`src/rtl/isa_io_target.sv`:
```
// rtl/isa_io_target.sv - ISA I/O responder: 16-port register window, byte FIFO, 8-bit DMA requester with TC interrupt
module isa_io_target #(
    parameter logic [15:0] BASE_ADDR  = 16'h0220,
    parameter int          FIFO_DEPTH = 16
) (
    input  logic        clk,
    input  logic        reset,
    input  logic [15:0] A,
    input  logic        AEN,
    input  logic [7:0]  D_in,
    output logic [7:0]  D_out,
    output logic        D_oe,
    input  logic        IOR,
    input  logic        IOW,
    input  logic        DACK,
    output logic        DRQ,
    output logic        IRQ,
    input  logic        RESET,
    input  logic [7:0]  src_data,
    input  logic        src_valid,
    output logic        src_ready
);

    localparam int AW = $clog2(FIFO_DEPTH);
    localparam logic [AW:0] FULL_CNT = (AW + 1)'(FIFO_DEPTH);

    typedef enum logic [1:0] {
        S_IDLE   = 2'd0,
        S_IO_RD  = 2'd1,
        S_IO_WR  = 2'd2,
        S_DMA_RD = 2'd3
    } state_t;

    logic ior_s1_q, ior_s2_q, ior_prev_q;
    logic iow_s1_q, iow_s2_q, iow_prev_q;
    logic dack_s1_q, dack_s2_q;
    logic rst_s1_q, rst_s2_q;

    state_t state_q, state_d;
    logic        armed_q, armed_d;
    logic [1:0]  init_q, init_d;
    logic [3:0]  addr_q, addr_d;
    logic [7:0]  dout_q, dout_d;
    logic [7:0]  din_q, din_d;
    logic        rd_pop_q, rd_pop_d;
    logic        dma_en_q, dma_en_d;
    logic        irq_en_q, irq_en_d;
    logic        irq_pend_q, irq_pend_d;
    logic [15:0] cnt_q, cnt_d;
    logic        drq_q, drq_d;
    logic        irq_q, irq_d;
    logic [AW:0]   fifo_cnt_q, fifo_cnt_d;
    logic [AW-1:0] rd_ptr_q, rd_ptr_d;
    logic [AW-1:0] wr_ptr_q, wr_ptr_d;

    logic [7:0] fifo_mem [FIFO_DEPTH];

    logic       ior_fall, ior_rise, iow_fall, iow_rise;
    logic       hit, fifo_empty, fifo_full, push, pop;
    logic       load_rd, latch_wr, commit, dma_step, d_oe_c;
    logic [7:0] head, reg_rdata;

    // Strobe synchronisers idle high so reset never looks like a falling edge
    always_ff @(posedge clk or posedge reset) begin
        if (reset) begin
            ior_s1_q   <= 1'b1;
            ior_s2_q   <= 1'b1;
            ior_prev_q <= 1'b1;
            iow_s1_q   <= 1'b1;
            iow_s2_q   <= 1'b1;
            iow_prev_q <= 1'b1;
            dack_s1_q  <= 1'b1;
            dack_s2_q  <= 1'b1;
            rst_s1_q   <= 1'b0;
            rst_s2_q   <= 1'b0;
        end else begin
            ior_s1_q   <= IOR;
            ior_s2_q   <= ior_s1_q;
            ior_prev_q <= ior_s2_q;
            iow_s1_q   <= IOW;
            iow_s2_q   <= iow_s1_q;
            iow_prev_q <= iow_s2_q;
            dack_s1_q  <= DACK;
            dack_s2_q  <= dack_s1_q;
            rst_s1_q   <= RESET;
            rst_s2_q   <= rst_s1_q;
        end
    end

    assign ior_fall = ior_prev_q & ~ior_s2_q;
    assign ior_rise = ~ior_prev_q & ior_s2_q;
    assign iow_fall = iow_prev_q & ~iow_s2_q;
    assign iow_rise = ~iow_prev_q & iow_s2_q;

    assign hit        = ~AEN && (A[15:4] == BASE_ADDR[15:4]) && (A[3:0] <= 4'd5);
    assign fifo_empty = (fifo_cnt_q == '0);
    assign fifo_full  = (fifo_cnt_q == FULL_CNT);
    assign push       = src_valid & ~fifo_full;
    assign src_ready  = ~fifo_full;
    assign head       = fifo_empty ? 8'h00 : fifo_mem[rd_ptr_q];

    always_ff @(posedge clk) begin
        if (push) begin
            fifo_mem[wr_ptr_q] <= src_data;
        end
    end

    always_comb begin
        reg_rdata = 8'h00;
        case (A[3:0])
            4'd0:    reg_rdata = head;
            4'd1:    reg_rdata = {4'b0000, irq_pend_q, dma_en_q, fifo_full, fifo_empty};
            4'd2:    reg_rdata = {6'b000000, irq_en_q, dma_en_q};
            4'd3:    reg_rdata = cnt_q[7:0];
            4'd4:    reg_rdata = cnt_q[15:8];
            default: reg_rdata = 8'h00;
        endcase
    end

    always_comb begin
        state_d  = state_q;
        load_rd  = 1'b0;
        latch_wr = 1'b0;
        commit   = 1'b0;
        pop      = 1'b0;
        dma_step = 1'b0;
        d_oe_c   = 1'b0;
        case (state_q)
            S_IDLE: begin
                if (armed_q) begin
                    if (!dack_s2_q && !ior_s2_q) begin
                        state_d = S_DMA_RD;
                    end else if (ior_fall && hit) begin
                        state_d = S_IO_RD;
                        load_rd = 1'b1;
                    end else if (iow_fall && hit) begin
                        state_d  = S_IO_WR;
                        latch_wr = 1'b1;
                    end
                end
            end
            S_IO_RD: begin
                d_oe_c = ~ior_rise;
                if (ior_rise) begin
                    state_d = S_IDLE;
                    pop     = rd_pop_q & ~fifo_empty;
                end
            end
            S_IO_WR: begin
                if (iow_rise) begin
                    state_d = S_IDLE;
                    commit  = 1'b1;
                end
            end
            S_DMA_RD: begin
                d_oe_c = ~ior_rise;
                if (ior_rise) begin
                    state_d  = S_IDLE;
                    pop      = ~fifo_empty;
                    dma_step = ~fifo_empty;
                end
            end
            default: state_d = S_IDLE;
        endcase
        if (rst_s2_q) begin
            state_d = S_IDLE;
        end
    end

    always_comb begin
        armed_d    = armed_q | ((init_q == 2'd2) & ior_s2_q & iow_s2_q & dack_s2_q);
        init_d     = (init_q == 2'd2) ? init_q : init_q + 2'd1;
        addr_d     = (load_rd || latch_wr) ? A[3:0] : addr_q;
        dout_d     = load_rd ? reg_rdata : dout_q;
        rd_pop_d   = load_rd ? ((A[3:0] == 4'd0) && !fifo_empty) : rd_pop_q;
        din_d      = (state_q == S_IO_WR) ? D_in : din_q;
        dma_en_d   = dma_en_q;
        irq_en_d   = irq_en_q;
        irq_pend_d = irq_pend_q;
        cnt_d      = cnt_q;
        if (commit) begin
            case (addr_q)
                4'd2: begin
                    dma_en_d = din_q[0];
                    irq_en_d = din_q[1];
                end
                4'd3:    cnt_d[7:0]  = din_q;
                4'd4:    cnt_d[15:8] = din_q;
                4'd5:    irq_pend_d  = 1'b0;
                default: ;
            endcase
        end
        // Terminal count: the 1 -> 0 step stops DMA and raises the interrupt together
        if (dma_step && cnt_q != 16'd0) begin
            cnt_d = cnt_q - 16'd1;
            if (cnt_q == 16'd1) begin
                dma_en_d   = 1'b0;
                irq_pend_d = 1'b1;
            end
        end
        drq_d    = dma_en_q & ~fifo_empty & (cnt_q != 16'd0) & (state_q != S_DMA_RD);
        irq_d    = irq_pend_q & irq_en_q;
        rd_ptr_d = pop ? rd_ptr_q + AW'(1) : rd_ptr_q;
        wr_ptr_d = push ? wr_ptr_q + AW'(1) : wr_ptr_q;
        case ({push, pop})
            2'b10:   fifo_cnt_d = fifo_cnt_q + (AW + 1)'(1);
            2'b01:   fifo_cnt_d = fifo_cnt_q - (AW + 1)'(1);
            default: fifo_cnt_d = fifo_cnt_q;
        endcase
        if (rst_s2_q) begin
            armed_d    = 1'b0;
            init_d     = 2'd0;
            addr_d     = 4'd0;
            dout_d     = 8'h00;
            rd_pop_d   = 1'b0;
            din_d      = 8'h00;
            dma_en_d   = 1'b0;
            irq_en_d   = 1'b0;
            irq_pend_d = 1'b0;
            cnt_d      = 16'd0;
            drq_d      = 1'b0;
            irq_d      = 1'b0;
            rd_ptr_d   = '0;
            wr_ptr_d   = '0;
            fifo_cnt_d = '0;
        end
    end

    always_ff @(posedge clk or posedge reset) begin
        if (reset) begin
            state_q    <= S_IDLE;
            armed_q    <= 1'b0;
            init_q     <= 2'd0;
            addr_q     <= 4'd0;
            dout_q     <= 8'h00;
            rd_pop_q   <= 1'b0;
            din_q      <= 8'h00;
            dma_en_q   <= 1'b0;
            irq_en_q   <= 1'b0;
            irq_pend_q <= 1'b0;
            cnt_q      <= 16'd0;
            drq_q      <= 1'b0;
            irq_q      <= 1'b0;
            rd_ptr_q   <= '0;
            wr_ptr_q   <= '0;
            fifo_cnt_q <= '0;
        end else begin
            state_q    <= state_d;
            armed_q    <= armed_d;
            init_q     <= init_d;
            addr_q     <= addr_d;
            dout_q     <= dout_d;
            rd_pop_q   <= rd_pop_d;
            din_q      <= din_d;
            dma_en_q   <= dma_en_d;
            irq_en_q   <= irq_en_d;
            irq_pend_q <= irq_pend_d;
            cnt_q      <= cnt_d;
            drq_q      <= drq_d;
            irq_q      <= irq_d;
            rd_ptr_q   <= rd_ptr_d;
            wr_ptr_q   <= wr_ptr_d;
            fifo_cnt_q <= fifo_cnt_d;
        end
    end

    assign D_oe  = d_oe_c;
    assign D_out = (state_q == S_DMA_RD) ? head : dout_q;
    assign DRQ   = drq_q;
    assign IRQ   = irq_q;

endmodule

```
`config.mk`:
```
export PLATFORM = sky130hd
export DESIGN_NAME = isa_io_target
export DESIGN_NICKNAME = d
export VERILOG_FILES = /design/src/rtl/isa_io_target.sv
export SDC_FILE = /design/constraint.sdc
export NUM_CORES = 1
export LEC_CHECK = 0
export CORE_ASPECT_RATIO = 0.8
export CORE_UTILIZATION = 35
export DETAILED_ROUTE_END_ITERATION = 6
export GPL_ROUTABILITY_DRIVEN = 0
export HOLD_SLACK_MARGIN = 0.02
export PLACE_DENSITY_LB_ADDON = 0.2
export SLEW_MARGIN = 20
export SYNTH_ARGS = -nofsm -noshare
export SYNTH_HDL_FRONTEND = slang
export SYNTH_SLANG_ARGS = --single-unit
```
`constraint.sdc`:
```
create_clock -name clk -period 2.7 [get_ports clk]
set_input_delay 0.27 -clock clk [delete_from_list [all_inputs] [get_ports clk]]
set_output_delay 0.27 -clock clk [all_outputs]
set_load 0.05 [all_outputs]
```
==> results of run 1 <==
[cell type report]
class,count,area [µm²],area share [%]
inverters,14,52.6,0.493
clock buffers,17,425,3.99
multi-input cells,409,3160,29.7
repair buffers,80,801,7.51
flip-flops and latches,198,5610,52.6
well taps,318,398,3.73
clock inverters,15,215,2.02
[worst register-to-register path, cell delays in order (launching register included)]
cell and delay [ns]:
dfrtp_1 0.44, inv_1 0.13, ha_1 0.22, or3b_2 0.51
or4_4 0.47, nand3_2 0.14, nor2_1 0.08, a2111oi_2 0.39
[report_power, final]
part | internal [mW] | switching [mW]
Combinational | 0.146 | 0.203
Sequential | 3.29 | 0.0363
Clock | 1.37 | 1.32
Total | 4.81 | 1.56
[cell families (layout without fill, tap and decap cells)]
| family | after synthesis | count (layout) | share of synthesized area, % |
|---|---|---|---|
| compound gates | 140 | 140 | 11.6 |
| simple gates | 193 | 193 | 11.9 |
| buf+inv | 48 | 126 | 2.24 |
| flops | 198 | 198 | 63.1 |
| fa+ha+maj | 11 | 11 | 1.55 |
| mux | 55 | 55 | 8.62 |
| xor+xnor | 10 | 10 | 0.986 |
[layer usage]
| layer | track usage (%) | vias up | wire [µm] |
|---|---|---|---|
| met2 | 26.0 | 166 | 9810 |
| met4 | 5.26 | 0 | 363 |
| met1 | 26.2 | 2964 | 11100 |
| li1 | - | 2695 | - |
| met5 | 0 | - | 0 |
| met3 | 3.05 | 31 | 927 |
[timing repair]
| item | CTS | global route |
|---|---|---|
| pin swaps | 3 | 2 |
| setup endpoints to repair | 8 | 11 |
| resized for setup | 7 | 16 |
| cloned | 0 | 1 |
| endpoints found under the hold margin | 0 | 0 |
| setup buffers | 0 | 2 |
[registers in the layout, summed over array words and instances (netlist names), 2 cells and up]
register    flops
dout_q          8
wr_ptr_q        4
fifo_mem      128
cnt_q          16
din_q           8
addr_q          4
rd_ptr_q        4
fifo_cnt_q      5
state_q         2
init_q          2
[metrics by stage]
stage / utilization, % / area, µm² / TNS [ns]
floorplan: - / 8890 / 0
global placement: 40.1 / 9880 / 0
detailed placement: 40.1 / 9880 / 0
CTS: 42.8 / 10600 / -0.0326
global route: 43.3 / 10700 / -0.0675
finish: 43.3 / 10700 / 0
[Yosys cell counts (3+ instances only)]
master,instances
nand2_1,44
a22o_1,8
nor4b_1,3
nand3_1,4
a221o_1,9
ha_1,11
nand3b_1,5
a21oi_1,30
dfstp_2,8
or3_1,4
buf_2,6
xor2_1,6
nand2b_1,7
a211oi_1,8
mux4_2,17
a221oi_1,16
nor3b_1,3
a31oi_1,3
nor4_1,11
o311ai_0,6
nor2b_1,5
or4_4,4
clkbuf_1,22
o21ai_0,15
a22oi_1,15
nor2_1,49
edfxtp_1,128
or3b_2,3
xnor2_1,4
nor3_1,13
buf_1,4
inv_1,13
dfrtp_1,62
and2_1,16
a32oi_1,5
mux2i_1,36
and4_1,5
[final timing paths]
kind	start	to	slack [ns]	cells after the start
min in group clk	IOW	iow_s1_q	0.22	1
worst min register to register	ior_s1_q	ior_s2_q	0.36	0
worst max-delay path	rd_ptr_q[0]	D_out[5]	0.06	6
max in group asynchronous	reset	cnt_q[6]	2.16	3
worst min-delay path	reset	rst_s1_q	0.21	3
worst max register to register	cnt_q[0]	cnt_q[10]	0.20	7
==> reports/metrics.yaml, run 1 <==
synth:
  synth-seq-cells: 198
  ys_async_sr_fraction_pct: 35.4
  yosys.area.top_type: "edfxtp_1"
  synth_seq_area_share_pct: 63.1
  synth_fp_nets: 706
  yosysWarnings: 0
  synth_area_per_cell_um2: 13.6
  synth.distinct_cells: 74
  yosysTopAreaCellShare_pct: 43.3
  syn_inst: 655
  synthTopCellsByArea: "edfxtp_1, dfrtp_1, mux4_2"
  synth-main-ff-cell: "edfxtp_1"
  netlist_area_um2: 8890
  synth-edff-count: 128
sta:
  drv_slew: 0
  maxSlewHeadroom_pct: 45.7
  final.setup.worst_slack_ns: 0.0559
  worstMarginPinSlew_ns: 0.812
  finalCritPeriodShare_pct: 97.9
  fin_hold_ws_ns: 0.205
  setup_violations: 0
  rsz0062_at_grt: "yes"
  hold_viol: 0
  layout_min_cycle_time_ns: 2.64
  clock_skew_ns: 0.0151
  max_freq_mhz: 378
critical_path:
  critPathBufInv: 2
  crit_required_ns: 2.43
  crit_slowest_cell: "mux4_2"
  worstSetupEndpointType: "output port"
  path_cells: "clkbuf_16, mux4_2, a22oi_2, nand2_1, a22o_1, buf_6"
  path_class: "flip-flop to output port"
  critical_path_arrival_ns: 2.37
  worst_setup_path_start_kind: "flip-flop"
  critPathMaxFanout: 11
  cpPeakStageDelay_ns: 0.61
  path_delay_family: "multiplexers"
status:
  status: "completed"
routing:
  wl_um: 22200
  drc: 0
  vias: 5856
  wl_per_cell_um: 21.1
  viasPerCell: 5.57
  drt_pre_antenna_iters: 5
  drt_iter0_markers: 762
  postRouteAntennaNets: 0
clock_network:
  cts_tree: "built"
  cts_sinks: 198
  cts_htree_levels: 4
  cts_buffers: 17
  cts-hold-fix-buffers: 0
  clk_pin_slew_ns: 0.08
  cts.path.max_buffers: 2
  clock_latency_ns: 0.45
  root_buffer: "clkbuf_16"
pwr:
  ir_drop_v: 0.000444
  p_total_mw: 6.36
  p_leak_nw: 3.68
  p_per_area_nw_per_um2: 597
layout:
  fin_nets: 771
  n_antenna_cell: 0
  final_common_cell: "edfxtp_1"
  final-instance-count-excl-fill: 1051
  layout-drive-gt1-share_pct: 17.7
  area_growth_pct: 20.0
  fillCellCount: 2254
  mostFrequentLayoutCells: "edfxtp_1, dfrtp_1, nor2_1, nand2_1, clkdlybuf4s50_1"
placed_design:
  dp_cells: 1016
  place_ws_ns: 0.132
  io_buffers: 51
  detailed_place_hpwl_um: 15600
global_routing:
  grt_pass1_wl_um: 33700
  grt_pass1_vias: 5680
  grt_antenna_before_repair: 0
  grt_start_max_net_pins: 71
  gr-total-overflow: 0
  grtUsageTotal_pct: 17.5
die:
  rows: 51
  dieWidth_um: 180
  die_h_um: 145
  core_area_um2: 24600
  pin_count: 52
  die_area_um2: 26000
  start_util_pct: 36.1
job:
  cap_violations: 0
worst_hold_path:
  hold_class: "input port to asynchronous set/reset pin"
Power figures use the tool's default switching activity.
==> run 2, diff against run 1 <==
--- a/config.mk
+++ b/config.mk
@@ -8,9 +8,7 @@
 export CORE_ASPECT_RATIO = 0.8
 export CORE_UTILIZATION = 35
 export DETAILED_ROUTE_END_ITERATION = 6
-export GPL_ROUTABILITY_DRIVEN = 0
 export HOLD_SLACK_MARGIN = 0.02
-export PLACE_DENSITY_LB_ADDON = 0.2
 export SLEW_MARGIN = 20
 export SYNTH_ARGS = -nofsm -noshare
 export SYNTH_HDL_FRONTEND = slang
==> run 2 against run 1 <==
Against the previous run: the flow now finishes with violations (setup timing); clock skew down 0.0028 ns; first-iteration DRC count down 17%; clock power down 7%; worst hold slack better by 0.015 ns; flip-flop and latch count unchanged; wire length up 0.87%; combinational power about the same; via count up 2.1%; clock-buffer cell count up 1; register-to-register slack better by 0.02 ns; final area up 1.9%; power down 2.8%.
==> reports/metrics.yaml, run 2 (synthesis results as in run 1) <==
critical_path:
  r2r.worst_path.cells: 9
  path_delay_family: "multiplexers"
  path_class: "flip-flop to output port"
  crit_required_ns: 2.43
  cp-startpoint: "rd_ptr_q[0]"
  cpPeakStageDelay_ns: 0.53
  worst_setup_path_start_kind: "flip-flop"
  critical_path_arrival_ns: 2.45
  endpoint: "D_out[2]"
  reg2reg_to: "fifo_cnt_q[4]"
  critical_path_depth: 7
  reg2reg_setup_slack_ns: 0.22
  critPathBufInv: 3
  r2r-start: "fifo_cnt_q[1]"
  cp_common_cell: "buf_6"
  crit_slowest_cell: "mux4_2"
  path_cells: "clkbuf_16, buf_6, mux4_2, a22oi_1, nand2_1, a22o_1, buf_6"
  worstSetupEndpointType: "output port"
  critPathMaxFanout: 8
global_routing:
  grt_antenna_before_repair: 0
  grt_start_max_net_pins: 47
  grtUsageMet3_pct: 3.93
  gr-total-overflow: 0
  grt_pass1_vias: 5771
  grt_pass1_wl_um: 34200
  grtUsageTotal_pct: 17.5
  grt.busiest_layer: "met2"
  grt_use_met1_pct: 24.6
  grtUsageMet2_pct: 27.8
sta:
  fin_setup_tns_ns: -0.0185
  setup_violations: 3
  drv_slew: 0
  final.setup.worst_slack_ns: -0.0161
  max_freq_mhz: 368
  worstMarginPinSlew_ns: 0.751
  hold_viol: 0
  maxSlewHeadroom_pct: 49.6
  rsz0062_at_grt: "yes"
  clock_skew_ns: 0.0124
  layout_min_cycle_time_ns: 2.72
  finalCritPeriodShare_pct: 101
pwr:
  p_per_area_nw_per_um2: 570
  p_leak_nw: 3.77
  ir_drop_v: 0.000418
routing:
  drt_iter0_markers: 636
  drt_pre_antenna_iters: 5
  postRouteAntennaNets: 0
  vias: 5981
  drc: 0
  wl_per_cell_um: 21.0
  viasPerCell: 5.62
  wl_um: 22400
placed_design:
  io_buffers: 51
  routabilityCongestion: 0.868
  detailed_place_hpwl_um: 15400
  place_area_um2: 9880
status:
  violations: "setup timing"
  status: "finished with violations"
die:
  dieWidth_um: 180
  die_h_um: 145
  rows: 51
  die_area_um2: 26000
  start_util_pct: 36.1
  core_area_um2: 24600
  pin_count: 52
layout:
  fillCellCount: 2214
  final_common_cell: "edfxtp_1"
  n_antenna_cell: 0
  largest_reg_flops: 128
  fin_nets: 784
  layout-drive-gt1-share_pct: 21.2
  mostFrequentLayoutCells: "edfxtp_1, dfrtp_1, nor2_1, clkdlybuf4s50_1, nand2_1"
  final_area_um2: 10900
  largest_register: "fifo_mem"
  area_growth_pct: 22.2
  reg_top3: "fifo_mem (128), cnt_q (16)"
job:
  cap_violations: 0
clock_network:
  cts_htree_levels: 4
  clk_pin_slew_ns: 0.08
  cts_buffers: 17
  cts_sinks: 198
  cts.path.max_buffers: 2
  cts_tree: "built"
  root_buffer: "clkbuf_16"
  clock_latency_ns: 0.45
worst_hold_path:
  hold_class: "input port to flip-flop"
## run 2: routing by layer
metal / wire length [µm] / part of all wire (%) / up-vias
met5: 0 / 0 / -
met4: 266 / 1.2 / 0
met3: 1100 / 4.9 / 22
met2: 10400 / 46 / 163
met1: 10600 / 47 / 3073
li1: - / - / 2723
## run 2: worst min path at each step
stage	startpoint	endpoint	slack (ns)	cells after the start
floorplan	DACK	dack_s1_q	0.27	0
global placement	rst_s1_q	rst_s2_q	0.34	0
detailed placement	rst_s1_q	rst_s2_q	0.34	0
CTS	IOR	ior_s1_q	0.21	1
global route	IOR	ior_s1_q	0.21	1
finish	IOR	ior_s1_q	0.22	1
## run 2: report_power, final
part           switching (mW)  internal [mW]  total [mW]  leakage [nW]
clock network            1.26           1.24        2.50         0.282
logic                   0.205          0.146       0.351          1.40
registers              0.0371           3.30        3.33          2.09
## run 2: worst register-to-register path, delay by kind of cell, from the launching register on
kind / cells / cell delay, ns
simple gates: 4 / 0.93
compound gates: 3 / 0.58
fa+ha+maj: 1 / 0.23
flops: 1 / 0.46
xor+xnor: 1 / 0.15
## run 2: layout make-up
type	count	area, µm²	area share [%]
Inverter	14	52.6	0.484
Multi-Input combinational cell	409	3280	30.2
Tap cell	318	398	3.66
Clock inverter	14	159	1.46
Clock buffer	18	429	3.95
Sequential cell	198	5610	51.6
Timing Repair Buffer	93	928	8.55
## run 2: what timing repair did
item,4_1_cts,5_1_grt
resized for setup,24,33
gates cloned,1,1
setup buffers,5,7
hold buffers,0,0
pin swaps,2,12
endpoints found under the setup margin,8,10
## run 2: through the flow
step	worst slack (ns)	util, %	total power [mW]	cells	hold slack (ns)
finish	-0.0161	44.1	6.18	1064	0.220
global placement	0.217	40.1	3.72	1018	0.335
detailed placement	0.117	40.1	3.74	1018	0.341
floorplan	0.0549	-	3.56	655	0.274
CTS	-0.0523	43.3	6.22	1056	0.210
global route	-0.102	44.1	6.38	1064	0.208
